File: src/rtl/pc_pkg.sv
// rtl/pc_pkg.sv - shared types and constants for the PC-next unit
package pc_pkg;

    // Encoding order equals priority order: a larger value wins.
    typedef enum logic [2:0] {
        SRC_SEQ    = 3'd0,
        SRC_BRANCH = 3'd1,
        SRC_JUMP   = 3'd2,
        SRC_MRET   = 3'd3,
        SRC_TRAP   = 3'd4
    } pc_src_e;

    typedef enum logic [1:0] {
        BOOT = 2'd0,
        RUN  = 2'd1,
        HOLD = 2'd2
    } pc_state_e;

    localparam int PC_INC  = 4;
    localparam int NUM_SRC = 5;

endpackage

File: src/rtl/pc_next_unit_if.sv
// rtl/pc_next_unit_if.sv - redirect inputs and PC outputs of the fetch PC unit
interface pc_next_unit_if #(
    parameter int XLEN = 32
);
    logic            stall_i;
    logic            branch_take_i;
    logic [XLEN-1:0] branch_target_i;
    logic            jump_i;
    logic [XLEN-1:0] jump_target_i;
    logic            mret_i;
    logic [XLEN-1:0] epc_i;
    logic            trap_i;
    logic [XLEN-1:0] trap_vector_i;
    logic [XLEN-1:0] pc_o;
    logic [XLEN-1:0] pc_plus_o;
    logic            pc_valid_o;
    logic            misalign_o;
    logic [XLEN-1:0] misalign_addr_o;

    // Pipeline / trap logic side: drives redirects, observes the PC.
    modport master (
        output stall_i, branch_take_i, branch_target_i, jump_i, jump_target_i,
        output mret_i, epc_i, trap_i, trap_vector_i,
        input  pc_o, pc_plus_o, pc_valid_o, misalign_o, misalign_addr_o
    );

    // PC unit side.
    modport slave (
        input  stall_i, branch_take_i, branch_target_i, jump_i, jump_target_i,
        input  mret_i, epc_i, trap_i, trap_vector_i,
        output pc_o, pc_plus_o, pc_valid_o, misalign_o, misalign_addr_o
    );
endinterface

File: src/rtl/pc_src_arbiter.sv
// rtl/pc_src_arbiter.sv - fixed-priority selection of the next-PC source
module pc_src_arbiter
    import pc_pkg::*;
#(
    parameter int XLEN = 32
) (
    input  logic [NUM_SRC-1:0] req,
    input  logic [XLEN-1:0]    tgt [NUM_SRC],
    output pc_src_e            src,
    output logic [XLEN-1:0]    target
);

    // Scan upward so the highest-numbered (highest-priority) request wins.
    always_comb begin
        src    = SRC_SEQ;
        target = tgt[0];
        for (int i = 0; i < NUM_SRC; i++) begin
            if (req[i]) begin
                src    = pc_src_e'(3'(i));
                target = tgt[i];
            end
        end
    end

endmodule

File: src/rtl/pc_next_unit.sv
// rtl/pc_next_unit.sv - fetch-stage PC register with stall-safe redirects
module pc_next_unit
    import pc_pkg::*;
#(
    parameter int              XLEN           = 32,
    parameter logic [XLEN-1:0] RESET_VECTOR   = '0,
    parameter int              IALIGN         = 4,
    parameter int              MISALIGN_CHECK = 1
) (
    input  logic           clk,
    input  logic           rst_n,
    pc_next_unit_if.slave  bus
);

    localparam logic [XLEN-1:0] ALIGN_LSB = XLEN'(IALIGN - 1);

    pc_state_e         state_q, state_d;
    logic [XLEN-1:0]   pc_q, pc_d, pc_plus;
    pc_src_e           pend_src_q, pend_src_d;
    logic [XLEN-1:0]   pend_tgt_q, pend_tgt_d;
    logic              mis_q, mis_d;
    logic [XLEN-1:0]   mis_addr_q, mis_addr_d;

    logic [NUM_SRC-1:0] live_req, merge_req;
    logic [XLEN-1:0]    live_tgt  [NUM_SRC];
    logic [XLEN-1:0]    merge_tgt [NUM_SRC];
    pc_src_e            live_src, merge_src;
    logic [XLEN-1:0]    live_target, merge_target;

    logic               commit_en;
    pc_src_e            commit_src;
    logic [XLEN-1:0]    commit_tgt;
    logic               commit_bad;

    assign pc_plus  = pc_q + XLEN'(PC_INC);
    assign live_req = {bus.trap_i, bus.mret_i, bus.jump_i, bus.branch_take_i, 1'b1};

    // Candidate targets; trap and mret addresses are forced to the fetch alignment.
    always_comb begin
        live_tgt[SRC_SEQ]    = pc_plus;
        live_tgt[SRC_BRANCH] = bus.branch_target_i;
        live_tgt[SRC_JUMP]   = bus.jump_target_i;
        live_tgt[SRC_MRET]   = bus.epc_i & ~ALIGN_LSB;
        live_tgt[SRC_TRAP]   = bus.trap_vector_i & ~ALIGN_LSB;
    end

    // Pending redirect injected into its own slot; taking the slot gives it the tie.
    always_comb begin
        merge_req = live_req | (NUM_SRC'(1) << pend_src_q);
        for (int i = 0; i < NUM_SRC; i++) begin
            merge_tgt[i] = (i == int'(pend_src_q)) ? pend_tgt_q : live_tgt[i];
        end
    end

    pc_src_arbiter #(.XLEN(XLEN)) u_live_arb (
        .req    (live_req),
        .tgt    (live_tgt),
        .src    (live_src),
        .target (live_target)
    );

    pc_src_arbiter #(.XLEN(XLEN)) u_merge_arb (
        .req    (merge_req),
        .tgt    (merge_tgt),
        .src    (merge_src),
        .target (merge_target)
    );

    // FSM next state: decide what commits to the PC and what is parked during stalls.
    always_comb begin
        state_d    = state_q;
        pend_src_d = pend_src_q;
        pend_tgt_d = pend_tgt_q;
        commit_en  = 1'b0;
        commit_src = SRC_SEQ;
        commit_tgt = pc_plus;
        case (state_q)
            BOOT: begin
                state_d = RUN;
            end
            RUN: begin
                if (!bus.stall_i) begin
                    commit_en  = 1'b1;
                    commit_src = live_src;
                    commit_tgt = live_target;
                end else if (live_src != SRC_SEQ) begin
                    pend_src_d = live_src;
                    pend_tgt_d = live_target;
                    state_d    = HOLD;
                end
            end
            HOLD: begin
                if (bus.stall_i) begin
                    if (live_src != SRC_SEQ && live_src >= pend_src_q) begin
                        pend_src_d = live_src;
                        pend_tgt_d = live_target;
                    end
                end else begin
                    commit_en  = 1'b1;
                    commit_src = merge_src;
                    commit_tgt = merge_target;
                    pend_src_d = SRC_SEQ;
                    pend_tgt_d = '0;
                    state_d    = RUN;
                end
            end
            default: begin
                state_d = BOOT;
            end
        endcase
    end

    // A misaligned jump/branch is rejected: PC stays on the faulting instruction.
    always_comb begin
        commit_bad = (MISALIGN_CHECK != 0) && commit_en &&
                     (commit_src == SRC_JUMP || commit_src == SRC_BRANCH) &&
                     ((commit_tgt & ALIGN_LSB) != '0);
        pc_d       = pc_q;
        mis_d      = 1'b0;
        mis_addr_d = mis_addr_q;
        if (commit_bad) begin
            mis_d      = 1'b1;
            mis_addr_d = commit_tgt;
        end else if (commit_en) begin
            pc_d = commit_tgt;
        end
    end

    // State, PC, pending redirect and misalign report registers.
    always_ff @(posedge clk or negedge rst_n) begin
        if (!rst_n) begin
            state_q    <= BOOT;
            pc_q       <= RESET_VECTOR;
            pend_src_q <= SRC_SEQ;
            pend_tgt_q <= '0;
            mis_q      <= 1'b0;
            mis_addr_q <= '0;
        end else begin
            state_q    <= state_d;
            pc_q       <= pc_d;
            pend_src_q <= pend_src_d;
            pend_tgt_q <= pend_tgt_d;
            mis_q      <= mis_d;
            mis_addr_q <= mis_addr_d;
        end
    end

    assign bus.pc_o            = pc_q;
    assign bus.pc_plus_o       = pc_plus;
    assign bus.pc_valid_o      = (state_q != BOOT);
    assign bus.misalign_o      = mis_q;
    assign bus.misalign_addr_o = mis_addr_q;

endmodule

File: src/flat_wrapper.sv
// flat-port wrapper written by rule: the top's interface ports become plain ports
module pc_next_unit_flat import pc_pkg::*;
#(
    parameter int              XLEN           = 32,
    parameter logic [XLEN-1:0] RESET_VECTOR   = '0,
    parameter int              IALIGN         = 4,
    parameter int              MISALIGN_CHECK = 1
)
  (clk, rst_n, bus_stall_i, bus_branch_take_i, bus_branch_target_i, bus_jump_i, bus_jump_target_i, bus_mret_i, bus_epc_i, bus_trap_i, bus_trap_vector_i, bus_pc_o, bus_pc_plus_o, bus_pc_valid_o, bus_misalign_o, bus_misalign_addr_o);
  pc_next_unit_if #(.XLEN(XLEN)) bus_i ();
  input  logic clk;
  input  logic rst_n;
  input wire logic [$bits(bus_i.stall_i)-1:0] bus_stall_i;
  input wire logic [$bits(bus_i.branch_take_i)-1:0] bus_branch_take_i;
  input wire logic [$bits(bus_i.branch_target_i)-1:0] bus_branch_target_i;
  input wire logic [$bits(bus_i.jump_i)-1:0] bus_jump_i;
  input wire logic [$bits(bus_i.jump_target_i)-1:0] bus_jump_target_i;
  input wire logic [$bits(bus_i.mret_i)-1:0] bus_mret_i;
  input wire logic [$bits(bus_i.epc_i)-1:0] bus_epc_i;
  input wire logic [$bits(bus_i.trap_i)-1:0] bus_trap_i;
  input wire logic [$bits(bus_i.trap_vector_i)-1:0] bus_trap_vector_i;
  output wire logic [$bits(bus_i.pc_o)-1:0] bus_pc_o;
  output wire logic [$bits(bus_i.pc_plus_o)-1:0] bus_pc_plus_o;
  output wire logic [$bits(bus_i.pc_valid_o)-1:0] bus_pc_valid_o;
  output wire logic [$bits(bus_i.misalign_o)-1:0] bus_misalign_o;
  output wire logic [$bits(bus_i.misalign_addr_o)-1:0] bus_misalign_addr_o;
  assign bus_i.stall_i = bus_stall_i;
  assign bus_i.branch_take_i = bus_branch_take_i;
  assign bus_i.branch_target_i = bus_branch_target_i;
  assign bus_i.jump_i = bus_jump_i;
  assign bus_i.jump_target_i = bus_jump_target_i;
  assign bus_i.mret_i = bus_mret_i;
  assign bus_i.epc_i = bus_epc_i;
  assign bus_i.trap_i = bus_trap_i;
  assign bus_i.trap_vector_i = bus_trap_vector_i;
  assign bus_pc_o = bus_i.pc_o;
  assign bus_pc_plus_o = bus_i.pc_plus_o;
  assign bus_pc_valid_o = bus_i.pc_valid_o;
  assign bus_misalign_o = bus_i.misalign_o;
  assign bus_misalign_addr_o = bus_i.misalign_addr_o;
  pc_next_unit #(.XLEN(XLEN), .RESET_VECTOR(RESET_VECTOR), .IALIGN(IALIGN), .MISALIGN_CHECK(MISALIGN_CHECK)) u_core (.clk(clk), .rst_n(rst_n), .bus(bus_i));
endmodule
File: config.mk
export PLATFORM = sky130hd
export DESIGN_NAME = pc_next_unit_flat
export DESIGN_NICKNAME = d
export VERILOG_FILES = /design/src/rtl/pc_pkg.sv /design/src/rtl/pc_next_unit_if.sv /design/src/rtl/pc_src_arbiter.sv /design/src/rtl/pc_next_unit.sv /design/src/flat_wrapper.sv
export SDC_FILE = /design/constraint.sdc
export NUM_CORES = 1
export LEC_CHECK = 0
export ABC_AREA = 1
export BUFFER_PORTS_ARGS = -buffer_cell sky130_fd_sc_hd__buf_2
export CAP_MARGIN = 20
export CORE_MARGIN = 5
export CORE_UTILIZATION = 30
export DETAILED_ROUTE_END_ITERATION = 8
export GPL_ROUTABILITY_DRIVEN = 0
export HOLD_SLACK_MARGIN = 0.02
export SLEW_MARGIN = 20
export SYNTH_ARGS = -nofsm -noshare
export SYNTH_HDL_FRONTEND = slang
export SYNTH_SLANG_ARGS = --single-unit
File: constraint.sdc
create_clock -name clk -period 2.1 [get_ports clk]
set_clock_uncertainty 0.1 [all_clocks]
set_input_delay 0.105 -clock clk [delete_from_list [all_inputs] [get_ports clk]]
set_output_delay 0.105 -clock clk [all_outputs]
set_load 0.01 [all_outputs]
==> results.tsv <==
stage	metric	value	unit
yosys	sequential element share of the synthesized area	0.262	
timing	final setup fails	121	
global_routing	overflow left after global routing	0	
detailed_routing	post-route ant nets	0	
yosys	Yosys reg bits	102	
die	I/O Pins	233	
finish	Inserted Diodes	0	
die	FP Rows	66	
timing	Worst Setup Slack, final	-0.351	ns
setup_path	Reg2Reg Setup Slack	-0.35	ns
setup_path	Crit path required time	2.30	ns
clock_tree	Max clock buf depth	2	
finish	Nets	2314	
timing	Slew Limit Fails	0	
finish	most frequent cells in the layout	nand2_1 (519), buf_4 (236), buf_2 (214)	
yosys	Avg Inst Size Synth	5.70	µm²
yosys	post-synthesis async set-or-reset flop share	1.00	
die	starting density of the core	0.302	
detailed_routing	drt wl/cell	20.1	µm
placement	Final HPWL DP	37000	µm
hold_path	worst hold path depth	5	
yosys	Post-Syn Area	9760	µm²
yosys	Distinct cells, synth	42	
clock_tree	H-tree depth	3	
hold_path	hold wc startpoint	bus_trap_vector_i[29]	
setup_path	RR Endpoint	u_core.bus.misalign_addr_o[11]$_DFFE_PN0P_	
yosys	Syn. warnings	0	
timing	slew of the pin with the lowest slew margin	0.589	ns
timing	final hold viol count	0	
detailed_routing	via count	13900	
power	Peak VDD IR	911	µV
setup_path	CP max FO	3	
finish	synthesis-to-layout area growth	63.0	%
timing	Fmax	408	MHz
detailed_routing	DRT Pass-1 Iters	8	
detailed_routing	final WL	52700	µm
global_routing	largest net degree at the start of global routing	46	
timing	minimum hold slack	0.0589	ns
clock_tree	Inserted Clock Buffers	9	
timing	RSZ-0062 raised after global routing	true	
run	maxcap violations	0	
setup_path	Crit. End Element	flip-flop	
setup_path	reg2reg start	u_core.bus.pc_o[5]$_DFFE_PN0P_	
die	Core ar.	32300	µm²
clock_tree	Worst-path clk slew	0.09	ns
global_routing	total track usage	0.271	
placement	Port Buffer Count	228	
clock_tree	CTS tree	done	
global_routing	vias in the first global route	13200	
timing	Tmin final	2.45	ns
hold_path	worst hold path class	input pin to flip-flop	
finish	# fillers	3161	
detailed_routing	drt via density	5.30	
run_status	violated checks	negative setup slack	
setup_path	worst reg2reg path depth	18	
timing	fin crit share	1.17	
setup_path	Critical Path Start Type	flip-flop	
hold_path	hold endpoint	u_core.pend_tgt_q[29]$_DFFE_PN0P_	
die	die height	190	µm
global_routing	initial antenna violation count	1	
clock_tree	worst-skew pair later-pin latency	0.37	ns
timing	Fin Setup TNS	-27.96	ns
setup_path	crit path launch	u_core.bus.pc_o[5]$_DFFE_PN0P_	
clock_tree	CTS sink count	102	
detailed_routing	Initial DRC Count	1795	
setup_path	Setup CP Type	flip-flop to flip-flop	
finish	most common cell after layout, fill and taps aside	nand2_1	
yosys	EDFF count, synth	0	
timing	Slew HR	0.607	
detailed_routing	DRC errors left	0	
die	Die ar.	36200	µm²
power	PD cells	1600	nW/µm²
power	LEAKAGE	7.93	nW
clock_tree	root buffer cell	clkbuf_16	
global_routing	first-pass GRT wire length	76200	µm
yosys	post-synthesis cell count	1712	
yosys	Net Count, Synth	1854	
setup_path	Critical Path AT	2.65	ns
die	Die X	190	µm
finish	layout cells sized above 1	0.413	
run_status	outcome	finished, violations left	
yosys	ys flop type	dfrtp_1	
[through the flow]
step                 util  instances  total power [mW]  setup WS (ns)  instance area, µm²
global placement    0.408       2538              17.8         -0.362               13200
detailed placement  0.408       2538              17.9         -0.425               13200
finish              0.492       2619              25.4         -0.351               15900
global route        0.492       2619              26.7         -0.499               15900
floorplan               -       1712              11.2        -0.0693                9920
CTS                 0.464       2604              23.1         -0.267               15000
[how the worst max path moves through the flow]
| stage | end | depth (start not counted) | slack, ns |
|---|---|---|---|
| after global placement | u_core.bus.pc_o[14]$_DFFE_PN0P_ | 14 | -0.36 |
| after detailed placement | u_core.bus.misalign_addr_o[14]$_DFFE_PN0P_ | 14 | -0.42 |
| final | u_core.bus.misalign_addr_o[11]$_DFFE_PN0P_ | 18 | -0.35 |
| after global routing | u_core.bus.misalign_addr_o[11]$_DFFE_PN0P_ | 18 | -0.50 |
| after floorplan | u_core.bus.misalign_addr_o[3]$_DFFE_PN0P_ | 17 | -0.07 |
| after CTS | bus_pc_plus_o[22] | 11 | -0.27 |
[worst max-delay path, stage by stage, from the launching register on]
cell	delay (ns)
dfrtp_1	0.37
nand2_1	0.12
nor2_2	0.22
buf_4	0.16
nand3b_1	0.21
buf_6	0.21
xnor2_4	0.25
nand2_2	0.08
nand2_2	0.07
nand2_2	0.04
nand2_1	0.05
nand2_1	0.05
nand2_1	0.06
nand2_1	0.05
nand2_1	0.07
nand2_2	0.07
nand2_4	0.09
nand2_1	0.06
nand2_1	0.06
[sequential cells by signal, indices dropped and copies added, names as in the netlist]
name,count
u_core.bus.misalign_o,1
u_core.state_q,2
u_core.bus.pc_o,32
u_core.pend_src_q,3
u_core.bus.misalign_addr_o,32
u_core.pend_tgt_q,32
[power breakdown]
group          internal [mW]  switching [mW]  leakage [nW]
sequential              2.98           0.963          1.25
clock                  0.974           0.900         0.147
combinational           8.49            11.1          6.53
total                   12.4            13.0          7.93
[layer usage]
metal	part of all wire	wire length [µm]	track usage
met1	0.40	21300	0.362
met2	0.44	23000	0.419
met3	0.11	5670	0.0619
met4	0.051	2690	0.120
met5	0.00025	13	0
[kinds of logic (layout without fill, tap and decap cells)]
| kind of cell | count (synthesis) | after routing | synth area share |
|---|---|---|---|
| AO/OA/AOI/OAI | 390 | 390 | 0.218 |
| XOR/XNOR | 5 | 5 | 0.00449 |
| adder cells (fa/ha/maj) | 7 | 7 | 0.00898 |
| buffers and inverters | 251 | 716 | 0.106 |
| flip-flops | 102 | 102 | 0.262 |
| AND/OR/NAND/NOR | 957 | 957 | 0.401 |
[final cells by class]
class	instances	area, µm²	area share
Multi-Input combinational cell	1359	7520	0.473
Timing Repair Buffer	545	4340	0.273
Sequential cell	102	2560	0.161
Inverter	155	626	0.0393
Tap cell	442	553	0.0348
Clock buffer	11	243	0.0153
Clock inverter	5	63.8	0.00401
[cell usage after synthesis, types with 12 or more instances]
| cell type | number | area [µm²] |
|---|---|---|
| nand3_1 | 58 | 290 |
| inv_1 | 138 | 518 |
| inv_2 | 15 | 56.3 |
| o22ai_1 | 37 | 231 |
| nand2_2 | 15 | 93.8 |
| clkbuf_1 | 53 | 199 |
| o21ai_0 | 190 | 951 |
| buf_2 | 14 | 70.1 |
| a221oi_1 | 12 | 105 |
| nand2_1 | 657 | 2470 |
| nor2_1 | 179 | 672 |
| dfrtp_1 | 102 | 2550 |
| buf_1 | 17 | 63.8 |
| a21oi_1 | 109 | 546 |
[repair_timing]
action,CTS,global route
endpoints found under the hold margin,104,0
endpoints found under the setup margin,122,124
hold buffers,3,0
buffers inserted,33,26
cloned,15,2
pin swaps,52,108
resized for setup,223,231
No activity file was read; power rests on OpenSTA's default activity.
